$ cat src/rtl/ps2_key_capture.sv
// ps2_key_capture: PS/2 keyboard receiver that holds the last pressed scan code and a BCD press count.
//   clk       system clock
//   clrn      asynchronous active-low reset
//   ps2_clk   keyboard clock, asynchronous to clk
//   ps2_data  keyboard data, asynchronous to clk
//   code_hi   upper nibble of last pressed scan code
//   code_lo   lower nibble of last pressed scan code
//   cnt_tens  BCD tens digit of the press count
//   cnt_ones  BCD ones digit of the press count
//   key_down  high while a key is held
//   frame_err 1-clk pulse on a bad or aborted frame
module ps2_key_capture #(
    parameter int TIMEOUT_CYCLES = 50000
) (
    input  logic       clk,
    input  logic       clrn,
    input  logic       ps2_clk,
    input  logic       ps2_data,
    output logic [3:0] code_hi,
    output logic [3:0] code_lo,
    output logic [3:0] cnt_tens,
    output logic [3:0] cnt_ones,
    output logic       key_down,
    output logic       frame_err
);
    localparam int TW = $clog2(TIMEOUT_CYCLES + 1);

    typedef enum logic [1:0] {IDLE, HELD, BRK} state_t;

    state_t state, state_n;
    logic [2:0] clk_s;
    logic [1:0] dat_s;
    logic [10:0] sr;
    logic [3:0] bit_cnt;
    logic [TW-1:0] to_cnt;
    logic done, fall, to_hit, good, byte_rdy, inc;
    logic [7:0] code, code_n;
    logic key_down_n;
    logic [3:0] tens_n, ones_n;

    assign fall     = clk_s[2] & ~clk_s[1];
    assign to_hit   = to_cnt == TW'(TIMEOUT_CYCLES);
    // sr holds {stop, parity, d7..d0, start} once the 11th bit has shifted in
    assign good     = ~sr[0] & sr[10] & (^sr[9:1]);
    assign byte_rdy = done & good;
    assign frame_err = (done & ~good) | to_hit;
    assign code_hi  = code[7:4];
    assign code_lo  = code[3:0];

    always_ff @(posedge clk or negedge clrn) begin
        if (!clrn) begin
            clk_s   <= 3'b111;
            dat_s   <= 2'b11;
            sr      <= '0;
            bit_cnt <= '0;
            to_cnt  <= '0;
            done    <= 1'b0;
        end else begin
            clk_s <= {clk_s[1:0], ps2_clk};
            dat_s <= {dat_s[0], ps2_data};
            done  <= 1'b0;
            // a timeout takes priority over a coincident fall, which is dropped
            if (to_hit) begin
                bit_cnt <= '0;
                to_cnt  <= '0;
            end else if (fall) begin
                sr      <= {dat_s[1], sr[10:1]};
                to_cnt  <= '0;
                done    <= bit_cnt == 4'd10;
                bit_cnt <= (bit_cnt == 4'd10) ? 4'd0 : bit_cnt + 4'd1;
            end else if (bit_cnt != 4'd0) begin
                to_cnt <= to_cnt + TW'(1);
            end
        end
    end

    always_ff @(posedge clk or negedge clrn) begin
        if (!clrn) begin
            state    <= IDLE;
            code     <= '0;
            key_down <= 1'b0;
            cnt_tens <= '0;
            cnt_ones <= '0;
        end else begin
            state    <= state_n;
            code     <= code_n;
            key_down <= key_down_n;
            cnt_tens <= tens_n;
            cnt_ones <= ones_n;
        end
    end

    always_comb begin
        state_n    = state;
        code_n     = code;
        key_down_n = key_down;
        inc        = 1'b0;
        if (byte_rdy) begin
            if (state == BRK) begin
                key_down_n = 1'b0;
                state_n    = IDLE;
            end else if (sr[8:1] == 8'hF0) begin
                state_n = BRK;
            end else if (state == IDLE || sr[8:1] != code) begin
                code_n     = sr[8:1];
                key_down_n = 1'b1;
                state_n    = HELD;
                inc        = 1'b1;
            end
        end
        ones_n = inc ? ((cnt_ones == 4'd9) ? 4'd0 : cnt_ones + 4'd1) : cnt_ones;
        tens_n = (inc && cnt_ones == 4'd9) ? ((cnt_tens == 4'd9) ? 4'd0 : cnt_tens + 4'd1) : cnt_tens;
    end
endmodule
$ cat config.mk
export PLATFORM = sky130hd
export DESIGN_NAME = ps2_key_capture
export DESIGN_NICKNAME = d
export VERILOG_FILES = /design/src/rtl/ps2_key_capture.sv
export SDC_FILE = /design/constraint.sdc
export NUM_CORES = 1
export LEC_CHECK = 0
export ABC_AREA = 1
export BUFFER_PORTS_ARGS = -buffer_cell sky130_fd_sc_hd__buf_2
export CAP_MARGIN = 20
export CORE_MARGIN = 2
export CORE_UTILIZATION = 40
export DETAILED_ROUTE_END_ITERATION = 7
export GPL_TIMING_DRIVEN = 0
export PLACE_DENSITY = 0.58
export SLEW_MARGIN = 20
export SYNTH_ARGS = -nofsm -noshare
export SYNTH_HDL_FRONTEND = slang
export SYNTH_SLANG_ARGS = --single-unit
$ cat constraint.sdc
create_clock -name clk -period 1.55 [get_ports clk]
set_input_delay 0.155 -clock clk [delete_from_list [all_inputs] [get_ports clk]]
set_output_delay 0.155 -clock clk [all_outputs]
set_load 0.01 [all_outputs]
Yosys cells after proc, flatten, opt, wreduce, memory -nomap -nowiden
Index checks and enable logic that the tools add are counted.
- output and inout bits: 18
- register bits after elaboration: 56
- word-level logic and storage cells: 68
- equality and inequality tests: 8
- reductions and logical operators: 13
- bitwise gates (word level): 12
- add/sub/neg operators: 4
- muxes and demuxes: 20
- operators by type and width (cell ; number):
    $mux W16 ; 3
    $mux W4 ; 5
    $add A16 B1 Y16 const B ; 1
    $eq A16 B16 Y1 const B ; 1
    $add A4 B1 Y4 const B ; 3
    $eq A4 B4 Y1 const B ; 3
    $mux W1 ; 9
    $reduce_xor A9 Y1 ; 1
    $eq A8 B8 Y1 const B ; 1
    $ne A8 B8 Y1 ; 1
    $mux W2 ; 3
    $not A1 Y1 ; 6
    $reduce_bool A3 Y1 ; 2
    $and A1 B1 Y1 ; 5
    $reduce_and A2 Y1 ; 2
    $reduce_and A4 Y1 ; 1
    $reduce_bool A2 Y1 ; 2
    $reduce_bool A4 Y1 ; 1
    $reduce_and A3 Y1 ; 1
    $eq A2 B2 Y1 const B ; 1
    $logic_not A2 Y1 ; 1
    $ne A2 B2 Y1 const B ; 1
    $logic_and A1 B1 Y1 ; 1
    $logic_or A1 B1 Y1 ; 1
    $or A1 B1 Y1 ; 1

Logic depth before layout (Yosys ltp)
- depth in word-level cells: 7
- depth in mapped cells: 13
- gate-level depth less buffers: 13

Worst setup path before layout
No wires, ideal clock.
- path type: reg2reg
- start: register sr[1]
- end: register cnt_tens[1]
- arrival: 1608 ps
- clock period less this slack: 1674 ps
- cell stages (with the launch flop): 13
- setup slack: -124 ps
- buffers on the path: 1
- cell sequence: dfrtp_1 > inv_1 > ha_1 > inv_1 > nand2_1 > nand3_2 > nand3_1 > nand2_2 > nand3_4 > nor2_4 > buf_6 > nand3_1 > nand2_1
- word-level cells in the longest chain between the ends: 7
- RTL lines (element ; RTL line ; text):
    from (decl) ; 33 ; logic [10:0] sr;
    from (signal assigned) ; 67 ; sr <= {dat_s[1], sr[10:1]};
    $ne A8 B8 Y1 ; 104 ; end else if (state == IDLE || sr[8:1] != code) begin
    $logic_or A1 B1 Y1 ; 104 ;
    $mux W1 ; 104 ;
    $mux W1 ; 102 ; end else if (sr[8:1] == 8'hF0) begin
    $mux W1 ; 99 ; if (state == BRK) begin
    $mux W1 (*) ; 98 ; if (byte_rdy) begin
    $logic_and A1 B1 Y1 (*) ; 112 ; tens_n = (inc && cnt_ones == 4'd9) ? ((cnt_tens == 4'd9) ? 4'd0 : cnt_tens + 4'd1) : cnt_tens;
    to (signal assigned) ; 88 ; cnt_tens <= tens_n;
    to (decl) ; 21 ; output logic [3:0] cnt_tens,
Every way passes the cells marked *; elsewhere a longest branch is shown, timed or not.
A chain may end at the register's enable or synchronous reset.

Worst setup path after layout
Ends and elaborated chain as after synthesis.

==> summary.txt <==
Die
  • DIE HEIGHT: 90.7 um
  • Total Die Area: 0.00822 sq mm
  • Core Box Area: 0.00725 sq mm
  • IO Pins: 22
  • Row count: 31
  • Initial core utilization: 41.4%
  • Die X: 90.7 um

STA
  • Endpoints failing setup: 44
  • Final hold vios: 0
  • Final Skew: 17.4 ps
  • Setup WS post-layout: -349 ps
  • Max Slew Vio Count: 0
  • Max Freq: 527 MHz
  • Measured slew at the worst slew-check pin: 724 ps
  • Rel. slew slack: 51.8%
  • Fin crit share: 123%
  • Unrepaired setup endpoints after global routing: true
  • Crit path time final: 1900 ps

Flow run
  • Maxcap violations: 0

Yosys
  • Post-Syn Nets: 382
  • Warnings from Yosys: 0
  • Netlist cell types: 30
  • Cells after Synth: 369
  • Ys flop type: dfrtp_1
  • Ys async rst share: 100%
  • Number of flops mapped to enable cells by yosys: 0
  • Sequential share of the synthesized area: 46.8%
  • Post-Syn Area: 0.00301 sq mm
  • Mapped Avg Cell Area: 8.14 sq um
  • Flops & latches, synth: 56

Clocking
  • CTS buffer count: 5
  • Worst-skew pair later-pin latency: 320 ps
  • CTS Buffer Depth: 2
  • H-tree Lvls: 2
  • Clock sink count: 56
  • Clk root buf: clkbuf_8
  • CTS tree: done
  • Clk slew on worst S/H paths: 110 ps

Placement
  • Placed cell count: 489
  • GPL Wtd Cong: 0.770
  • PortBufs: 21
  • Dpl hpwl: 4.11 mm

Setup path
  • Critical Path RT: 1810 ps
  • CP Class: flip-flop to flip-flop
  • Worst r2r path cells: 14
  • CP Capture Type: flip-flop
  • Worst-path fanout max: 10
  • Worst EP arrival: 2160 ps
  • Setup crit start kind: flip-flop

Cells and area
  • Most frequent cells in the layout: nand2_1 (75), dfrtp_1 (50), inv_1 (39)
  • Fin nets: 442
  • Fill count: 650
  • Most common cell after layout, fill and taps aside: nand2_1
  • Ant diodes: 0
  • Layout cell share with drive strength beyond 1: 40.9%
  • Non-filler cells, final: 529
  • Area grow syn2layout: 35.9%
  • Post-layout util: 56.3%

Routing
  • 1st-iter DRT viols: 94
  • Final ANT Viol Nets: 0
  • Vias per cell: 4.68
  • Final wirelength: 6.59 mm
  • Via count: 2476
  • DRC viols: 0
  • Pre-antenna DRT Iters: 4
  • Wire per inst: 12.5 um

Global route
  • Vias in the first global route: 2444
  • Grt ovf: 0
  • Initial antenna violation count: 0
  • All-Layer GR Usage: 16.8%
  • First-pass GRT wire length: 11.3 mm
  • Largest net degree at the start of global routing: 57

Pwr
  • Maximum vdd drop: 0.563 mV
  • LEAKAGE: 1.93 nW
  • Pwr/cell area: 1110 mW/mm^2

Worst hold path
  • Min-delay worst type: flip-flop to flip-flop
  • Min-Delay Path Depth: 0

Run status
  • Outcome: finished, violations left
  • Failing checks: setup timing
Yosys cell counts (3+ instances only):
library cell   n  area share (%)
a21oi_1       11             1.8
nor3_1         5            0.83
dfstp_2        5             4.4
o21ai_1       19             3.2
inv_1         48             6.0
buf_6          4             1.5
nor2_1        32             4.0
o21ai_2        8             2.3
xor2_1         7             2.0
nand2_1       96              12
ha_1           9             3.7
inv_2          8             1.0
dfrtp_1       51              42
nand3_1       24             4.0
nand4_1        3            0.62
o21ai_0        9             1.5
o21a_1         3            0.75
nor2_2         5             1.0
nand2_2        6             1.2
xnor2_1        3            0.87
state kept, by name (all words and copies together), names as in the netlist:
name,cells
done,1
to_cnt,16
cnt_ones,4
key_down,1
sr,11
dat_s,2
state,2
clk_s,3
bit_cnt,4
cnt_tens,4
code,8
report_power, final:
group          switching [mW]  total [mW]  internal [mW]
registers               0.167        1.80           1.63
logic                   0.887        1.59          0.706
clock network           0.496        1.14          0.647
total                    1.55        4.54           2.99
path summary, 6_finish.rpt:
check | to | start | slack [ps]
worst min register to register | dat_s[1]$_DFF_PN1_ | dat_s[0]$_DFF_PN1_ | 360
max in group asynchronous | to_cnt[10]$_DFFE_PN0P_ | clrn | 600
worst max register to register | cnt_tens[1]$_DFFE_PN0P_ | sr[1]$_DFFE_PN0P_ | -350
min in group asynchronous | code[6]$_DFFE_PN0P_ | clrn | 410
worst max-delay path | cnt_tens[1]$_DFFE_PN0P_ | sr[1]$_DFFE_PN0P_ | -350
worst min-delay path | dat_s[1]$_DFF_PN1_ | dat_s[0]$_DFF_PN1_ | 360
cell type report:
cell class                 instances  area (sq um)  area share [%]
clock buffer                       6          72.6            1.78
multi-input combinational        253          1730            42.5
timing repair buffer              52           400            9.80
buffer                             5          60.1            1.47
sequential                        56          1410            34.5
clock inverter                     2          60.1            1.47
inverter                          56           225            5.51
tap                               99           124            3.03
cell families (layout without fill, tap and decap cells):
family / after synthesis / in the layout / synth area share [%]
buffers and inverters: 61 / 121 / 8.74
AOI/OAI and AO/OA: 50 / 50 / 9.58
xor gates and xnor gates: 10 / 10 / 2.91
and+or+nand+nor: 183 / 184 / 28.2
adders and majority gates: 9 / 9 / 3.75
DFF: 56 / 56 / 46.8
metal layers:
metal	share of wire, %	GRT usage, %	vias up
li1	-	-	1279
met1	46	21.6	1166
met2	50	29.2	25
met3	2.7	3.17	6
met4	1.1	4.23	0
met5	0	0	-
timing repair:
item,in CTS,in global routing
pin swaps,12,8
buffers inserted,20,4
setup endpoints to repair,46,51
hold buffers,3,0
endpoints found under the hold margin,53,0
gates cloned,4,1
gates resized for setup,45,69
worst max-delay path, cell delays in order, from the launching register on:
cell and delay (ps):
dfrtp_1 420, inv_2 80, ha_4 280, inv_2 40, nand2_2 50, nand3_2 60
nand2_1 70, nand2_1 60, nand2_2 60, buf_4 120, nand3_4 100, nor2_4 180
buf_8 180, nand3_2 70, nand2_1 70
metrics by stage:
step	power, mW	hold slack, ps	TNS (ps)	area [sq um]	setup WS [ps]
2_1_floorplan	2.54	-141	-625	3060	-59.4
3_3_place_gp	2.75	260	-5360	3290	-237
3_5_place_dp	2.79	261	-5770	3290	-248
4_1_cts	4.27	361	-5910	3800	-372
5_1_grt	4.86	366	-11310	4090	-486
6_report	4.54	360	-6650	4090	-349
(Power assumes the default switching activity.)
